===== src/rtl/ram_fifo_ctrl.sv =====
// FIFO controller that keeps a queue in an external single-port synchronous RAM
// and presents the oldest word through a one-entry output register.
module ram_fifo_ctrl #(
  parameter int DEPTH  = 32,
  parameter int WIDTH  = 8,
  parameter int ADDR_W = 5
) (
  input  logic              clk,
  input  logic              reset,
  input  logic              push_valid,
  input  logic [WIDTH-1:0]  push_data,
  output logic              push_ready,
  output logic              pop_valid,
  output logic [WIDTH-1:0]  pop_data,
  input  logic              pop_ready,
  output logic [ADDR_W:0]   count,
  output logic              full,
  output logic              empty,
  output logic              write_enb,
  output logic              read_enb,
  output logic [ADDR_W-1:0] address,
  output logic [WIDTH-1:0]  data_in,
  input  logic [WIDTH-1:0]  data_out
);

  // Handshakes: a word moves on a rising edge where its valid and ready are
  // both 1; valid never depends on ready, and pop_data is stable while waiting.

  localparam logic [ADDR_W:0]   FULL_CNT = (ADDR_W+1)'(DEPTH);
  localparam logic [ADDR_W:0]   CNT_ONE  = (ADDR_W+1)'(1);
  localparam logic [ADDR_W-1:0] PTR_ONE  = ADDR_W'(1);

  logic [ADDR_W-1:0] wr_ptr_q, wr_ptr_d;
  logic [ADDR_W-1:0] rd_ptr_q, rd_ptr_d;
  logic [ADDR_W:0]   count_q, count_d;
  logic              rd_inflight_q, rd_inflight_d;
  logic              out_valid_q, out_valid_d;
  logic              pri_q, pri_d;
  logic [WIDTH-1:0]  pop_data_q, pop_data_d;

  logic full_c;
  logic rd_req;
  logic wr_req;
  logic wr_gnt;
  logic rd_gnt;

  // Requests are gated by reset so no strobe or ready escapes while held in reset.
  always_comb begin
    full_c = (count_q == FULL_CNT);
    rd_req = reset && (count_q != '0) && !rd_inflight_q && (!out_valid_q || pop_ready);
    wr_req = reset && push_valid && !full_c;
    wr_gnt = wr_req && (!rd_req || !pri_q);
    rd_gnt = rd_req && (!wr_req || pri_q);
  end

  always_comb begin
    push_ready = reset && !full_c && (!rd_req || !pri_q);
    pop_valid  = out_valid_q;
    pop_data   = pop_data_q;
    count      = count_q;
    full       = full_c;
    empty      = (count_q == '0) && !rd_inflight_q && !out_valid_q;
    write_enb  = wr_gnt;
    read_enb   = rd_gnt;
    address    = '0;
    data_in    = '0;
    if (wr_gnt) begin
      address = wr_ptr_q;
      data_in = push_data;
    end else if (rd_gnt) begin
      address = rd_ptr_q;
    end
  end

  always_comb begin
    wr_ptr_d      = wr_ptr_q;
    rd_ptr_d      = rd_ptr_q;
    count_d       = count_q;
    rd_inflight_d = rd_inflight_q;
    out_valid_d   = out_valid_q;
    pri_d         = pri_q;
    pop_data_d    = pop_data_q;
    if (wr_gnt) begin
      wr_ptr_d = wr_ptr_q + PTR_ONE;
      count_d  = count_q + CNT_ONE;
    end
    if (rd_gnt) begin
      rd_ptr_d      = rd_ptr_q + PTR_ONE;
      count_d       = count_q - CNT_ONE;
      rd_inflight_d = 1'b1;
    end
    // A read can only issue with nothing in flight, so capture and issue never collide.
    if (rd_inflight_q) begin
      pop_data_d    = data_out;
      out_valid_d   = 1'b1;
      rd_inflight_d = 1'b0;
    end else if (out_valid_q && pop_ready) begin
      out_valid_d = 1'b0;
    end
    // On a conflict the priority flips toward whichever side just lost.
    if (wr_req && rd_req) begin
      pri_d = ~pri_q;
    end
  end

  always_ff @(posedge clk or negedge reset) begin
    if (!reset) begin
      wr_ptr_q      <= '0;
      rd_ptr_q      <= '0;
      count_q       <= '0;
      rd_inflight_q <= 1'b0;
      out_valid_q   <= 1'b0;
      pri_q         <= 1'b0;
      pop_data_q    <= '0;
    end else begin
      wr_ptr_q      <= wr_ptr_d;
      rd_ptr_q      <= rd_ptr_d;
      count_q       <= count_d;
      rd_inflight_q <= rd_inflight_d;
      out_valid_q   <= out_valid_d;
      pri_q         <= pri_d;
      pop_data_q    <= pop_data_d;
    end
  end

endmodule


===== config.mk =====
export PLATFORM = sky130hd
export DESIGN_NAME = ram_fifo_ctrl
export DESIGN_NICKNAME = d
export VERILOG_FILES = /design/src/rtl/ram_fifo_ctrl.sv
export SDC_FILE = /design/constraint.sdc
export NUM_CORES = 1
export LEC_CHECK = 0
export BUFFER_PORTS_ARGS = -buffer_cell sky130_fd_sc_hd__buf_2
export CAP_MARGIN = 20
export CORE_MARGIN = 5
export CORE_UTILIZATION = 53
export DETAILED_ROUTE_END_ITERATION = 6
export PLACE_DENSITY = 0.86
export SYNTH_ARGS = -nofsm -noshare
export SYNTH_HDL_FRONTEND = slang
export SYNTH_SLANG_ARGS = --single-unit
export TNS_END_PERCENT = 30

===== constraint.sdc =====
create_clock -name clk -period 7.4 [get_ports clk]
set_input_delay 1.48 -clock clk [delete_from_list [all_inputs] [get_ports clk]]
set_output_delay 1.48 -clock clk [all_outputs]
set_load 0.1 [all_outputs]

After elaboration in Yosys (flattened, before gate mapping). Cells that the tools add are included.

Register bits after elaboration: 27. Input bits: 20. Output and inout port bits: 33. Word-level logic and storage cells: 48.

$add $sub $neg: 4. Equality and inequality tests: 1. Muxes and demuxes: 9. Bitwise logic cells: 1. Reduce and logical (&&, ||, !) cells: 26.

Operators by type and width (count): $logic_and 1x1->1 (13); $mux 6 (2); $add 5x1->5 const B (2); $mux 5 (2); $mux 8 (1); $add 6x1->6 const B (1); $eq 6x6->1 const B (1); $logic_not 1->1 (6); $logic_not 6->1 (1); $reduce_bool 6->1 (1); $sub 6x1->6 const B (1); $mux 1 (4); $reduce_bool 2->1 (2); $logic_or 1x1->1 (3); $not 1->1 (1).

Longest topological paths before layout.
Depth in word-level cells: 9. Mapped depth: 12.

Least setup slack after synthesis. Ideal clock, no wire load.

Kind: register -> output. Start point: register count_q[0], in the netlist count[0]. End point: output push_ready. Arrival time: 4.280 ns. Required time: 5.920 ns. Path slack: 1.640 ns. Cell stages (with the launch flop): 6. Path through: dfrtp_1 -> or4_4 -> nor2_1 -> nand2_1 -> inv_1 -> a211oi_1.

RTL lines: start, declared (RTL line 35) `logic [ADDR_W:0] count_q, count_d;`; start signal, assigned (RTL line 118) `count_q <= count_d;`; $eq 6x6->1 (RTL line 49) `full_c = (count_q == FULL_CNT);`; net full (RTL line 17) `output logic full,`; $logic_not 1->1 (RTL line 57) `push_ready = reset && !full_c && (!rd_req || !pri_q);`; $logic_and 1x1->1 (2 in series) (RTL line 57); end, declared (RTL line 12) `output logic push_ready,`.

The timed path passes the listed nets, and every way through them passes these cells.

Final worst setup path.
Start point: input reset. End point: output address[4].

Longest elaborated chain between the ends: 7.

RTL lines: start, declared (RTL line 9) `input logic reset,`; $logic_and 1x1->1 (on tied branches) (2 in series) (RTL line 51, 50); $logic_not 1->1 or $logic_and 1x1->1 (tied branches) (RTL line 53, 50); $logic_or 1x1->1 or $logic_not 1->1 (tied branches) (RTL line 53, 52); $logic_and 1x1->1 or $logic_or 1x1->1 (tied branches) (RTL line 53, 52); $mux 5 or $logic_and 1x1->1 (tied branches) (RTL line 70, 52); $mux 5 * (RTL line 67) `if (wr_gnt) begin`; end, declared (RTL line 21) `output logic [ADDR_W-1:0] address,`.

Mark *: on every way between the ends. The rest lies on a longest branch, timed or not.

==> summary.md <==
* complete, no violations — result of the run
* 188 MHz — fmax
* flop to flop — worst min path class
* 27 — clk sinks
* 0 — count of final setup violators
* input port — startpoint class of the critical path
* 62.6 um — die height
* 1103 — via count
* 0 — initial antenna violation count
* 5.24 mm — global-route wire length before repair
* 3840 ps — arrival time of data at the critical path endpoint
* 0 — number of synthesized flops with an enable pin
* 27 — #FFs+latches synth
* 0.163 — GR Util All Layers
* 1130 ps — worst-margin pin slew
* 120 — number of instances in the synthesized netlist
* 5320 ps — shortest period the worst path allows
* input port to primary output — Worst Setup Path Type
* 487 ps — Post-Route Hold Slack
* 0.00392 mm2 — floorplan die area
* 0 — maximum capacitance violations
* 19 — number of cell rows
* 0 — post-cts resize count
* 0 — post-route ant nets
* 0 — YS warnings
* 0.246 — headroom to the max-slew limit
* 5.43 — routed via count divided by cell count
* primary output — Worst Setup End Kind
* 0.766 — routability cong.
* 1155 — number of global-route vias before repair
* 30 — largest net degree at the start of global routing
* 340 ps — clock insertion delay at the later pin of the skew report
* 0.460 — area fraction of the dominant cell type after synthesis
* 52 — number of port buffers
* 147 — nets in the synthesized netlist
* 0 — number of remaining DRC errors
* 12.2 um2 — Synth Area per Inst
* 0.542 — starting utilization of the core area
* 0 — GR Overflow Total
* 2.99 mm — routed wire length
* 1 — CTS HTree Levels
* 14.7 um — wire per inst
* 0.719 — Final Cycle Share
* 36 — library cells used by synthesis
* sky130_fd_sc_hd__buf_2 — most common cell after layout, fill and taps aside
* 0 — Fin. Hold Viols
* 0 — number of setup buffers added after CTS
* 0.00147 mm2 — mapped cell area
* 0 ps — TNS Setup
* sky130_fd_sc_hd__dfrtp_1 (46%), sky130_fd_sc_hd__mux2_2 (10%), sky130_fd_sc_hd__xnor2_1 (6.0%), sky130_fd_sc_hd__ha_1 (5.1%), sky130_fd_sc_hd__a22o_2 (3.4%) — cell types occupying the most area after synthesis
* false — RSZ-0062 raised after global routing
* 3 — Inserted Clock Buffers
* 0 — hold buffers post-CTS
* sky130_fd_sc_hd__dfrtp_1 — top_reg_cell synth
* 0.00271 mm2 — Std-Cell Core Area
* 200 — final layout net count
* built — TritonCTS clock tree
* 2.29 mm — post-detailed-placement half-perimeter wirelength
* sky130_fd_sc_hd__buf_2 (52), sky130_fd_sc_hd__dfrtp_1 (27), sky130_fd_sc_hd__mux2_2 (13) — most used cells in the layout excluding fill and tap cells
* 29 — DRC marker count from the first detailed-route iteration
* 1.00 — proportion of register bits with asynchronous set or reset after synthesis
* sky130_fd_sc_hd__dfrtp_1 — area leader, netlist
* 0.483 — fraction of final layout cells with drive strength greater than 1
* sky130_fd_sc_hd__clkbuf_4 — cell chosen for the clock root
* 5920 ps — required arrival time at the worst endpoint
* 62.6 um — die width
* 215 — fillers
* 150 ps — clock-pin transition on the worst setup and hold timing paths
* 0 — Max Transition Viols Final
* 29 — largest fanout on the critical path
* 53 — I/O pin count
* 0 — Antenna diodes
* 2 — buffer depth of the longest clock path
* 4 — DRT Pass-1 Iters
* 4.12 ps — setup skew after layout
* 20.7% — Syn-to-layout area delta
* 0.460 — sequential fraction of the synthesis area
==> critical path: stages <==
cell                        delay, ps
sky130_fd_sc_hd__buf_2            490
sky130_fd_sc_hd__inv_1            220
sky130_fd_sc_hd__a2111oi_4        920
sky130_fd_sc_hd__a22o_2           300
sky130_fd_sc_hd__buf_2            430
==> final timing paths <==
path                               end  slack (ps)  cells past startpoint        start
max reg2reg                   count[5]        3810                      9     count[0]
min                        wr_ptr_q[4]         490                      1  wr_ptr_q[4]
max                         address[4]        2080                      5        reset
min in group asynchronous  pop_data[6]        1130                      1        reset
min reg2reg                wr_ptr_q[4]         490                      1  wr_ptr_q[4]
max in group asynchronous     count[4]        5870                      1        reset
==> kinds of logic after synthesis <==
family,Yosys count,share of synthesized area
DFF,27,0.460
and+or+nand+nor,24,0.106
AOI/OAI and AO/OA,21,0.130
muxes,15,0.113
xor gates and xnor gates,14,0.0886
buffers and inverters,12,0.0375
adders and majority gates,7,0.0647
==> per-stage QoR <==
stage / util / area (um2) / cells / worst slack [ps]
2_1_floorplan: - / 1470 / 120 / 1640
3_3_place_gp: 0.643 / 1740 / 199 / 2140
3_5_place_dp: 0.643 / 1740 / 199 / 2040
4_1_cts: 0.654 / 1770 / 203 / 2040
5_1_grt: 0.654 / 1770 / 203 / 1840
6_report: 0.654 / 1770 / 203 / 2080
==> cell type report <==
type,instances,area (um2),share of cell area
multi-input cells,81,738,0.416
inverters,8,30.0,0.0169
well taps,31,38.8,0.0219
clock buffers,3,22.5,0.0127
flip-flops and latches,27,676,0.381
repair buffers,52,260,0.147
clock inverters,1,7.51,0.00423
==> synth_stat cells (3+ instances only) <==
| cell | count |
|---|---|
| sky130_fd_sc_hd__a22o_2 | 5 |
| sky130_fd_sc_hd__a21oi_1 | 3 |
| sky130_fd_sc_hd__nand4_1 | 3 |
| sky130_fd_sc_hd__ha_1 | 6 |
| sky130_fd_sc_hd__nand2_1 | 4 |
| sky130_fd_sc_hd__xnor2_1 | 10 |
| sky130_fd_sc_hd__dfrtp_1 | 27 |
| sky130_fd_sc_hd__xor2_1 | 3 |
| sky130_fd_sc_hd__mux2_2 | 13 |
| sky130_fd_sc_hd__and2_1 | 8 |
| sky130_fd_sc_hd__inv_1 | 8 |
==> registers in the layout, summed over array words and instances, names as in the netlist <==
| name | flops |
|---|---|
| pri_q | 1 |
| wr_ptr_q | 5 |
| rd_inflight_q | 1 |
| pop_valid | 1 |
| count | 6 |
| rd_ptr_q | 5 |
| pop_data | 8 |
==> layer usage <==
metal,share of wire,GRT usage,up-vias
met1,0.42,0.202,512
li1,-,-,527
met3,0.086,0.0360,6
met4,0.029,0.0822,0
met2,0.46,0.267,58
met5,0,0,-
Power is left out: the tool's default activity adds up to more than one toggle a clock period on the data nets, which glitch-free logic cannot reach.
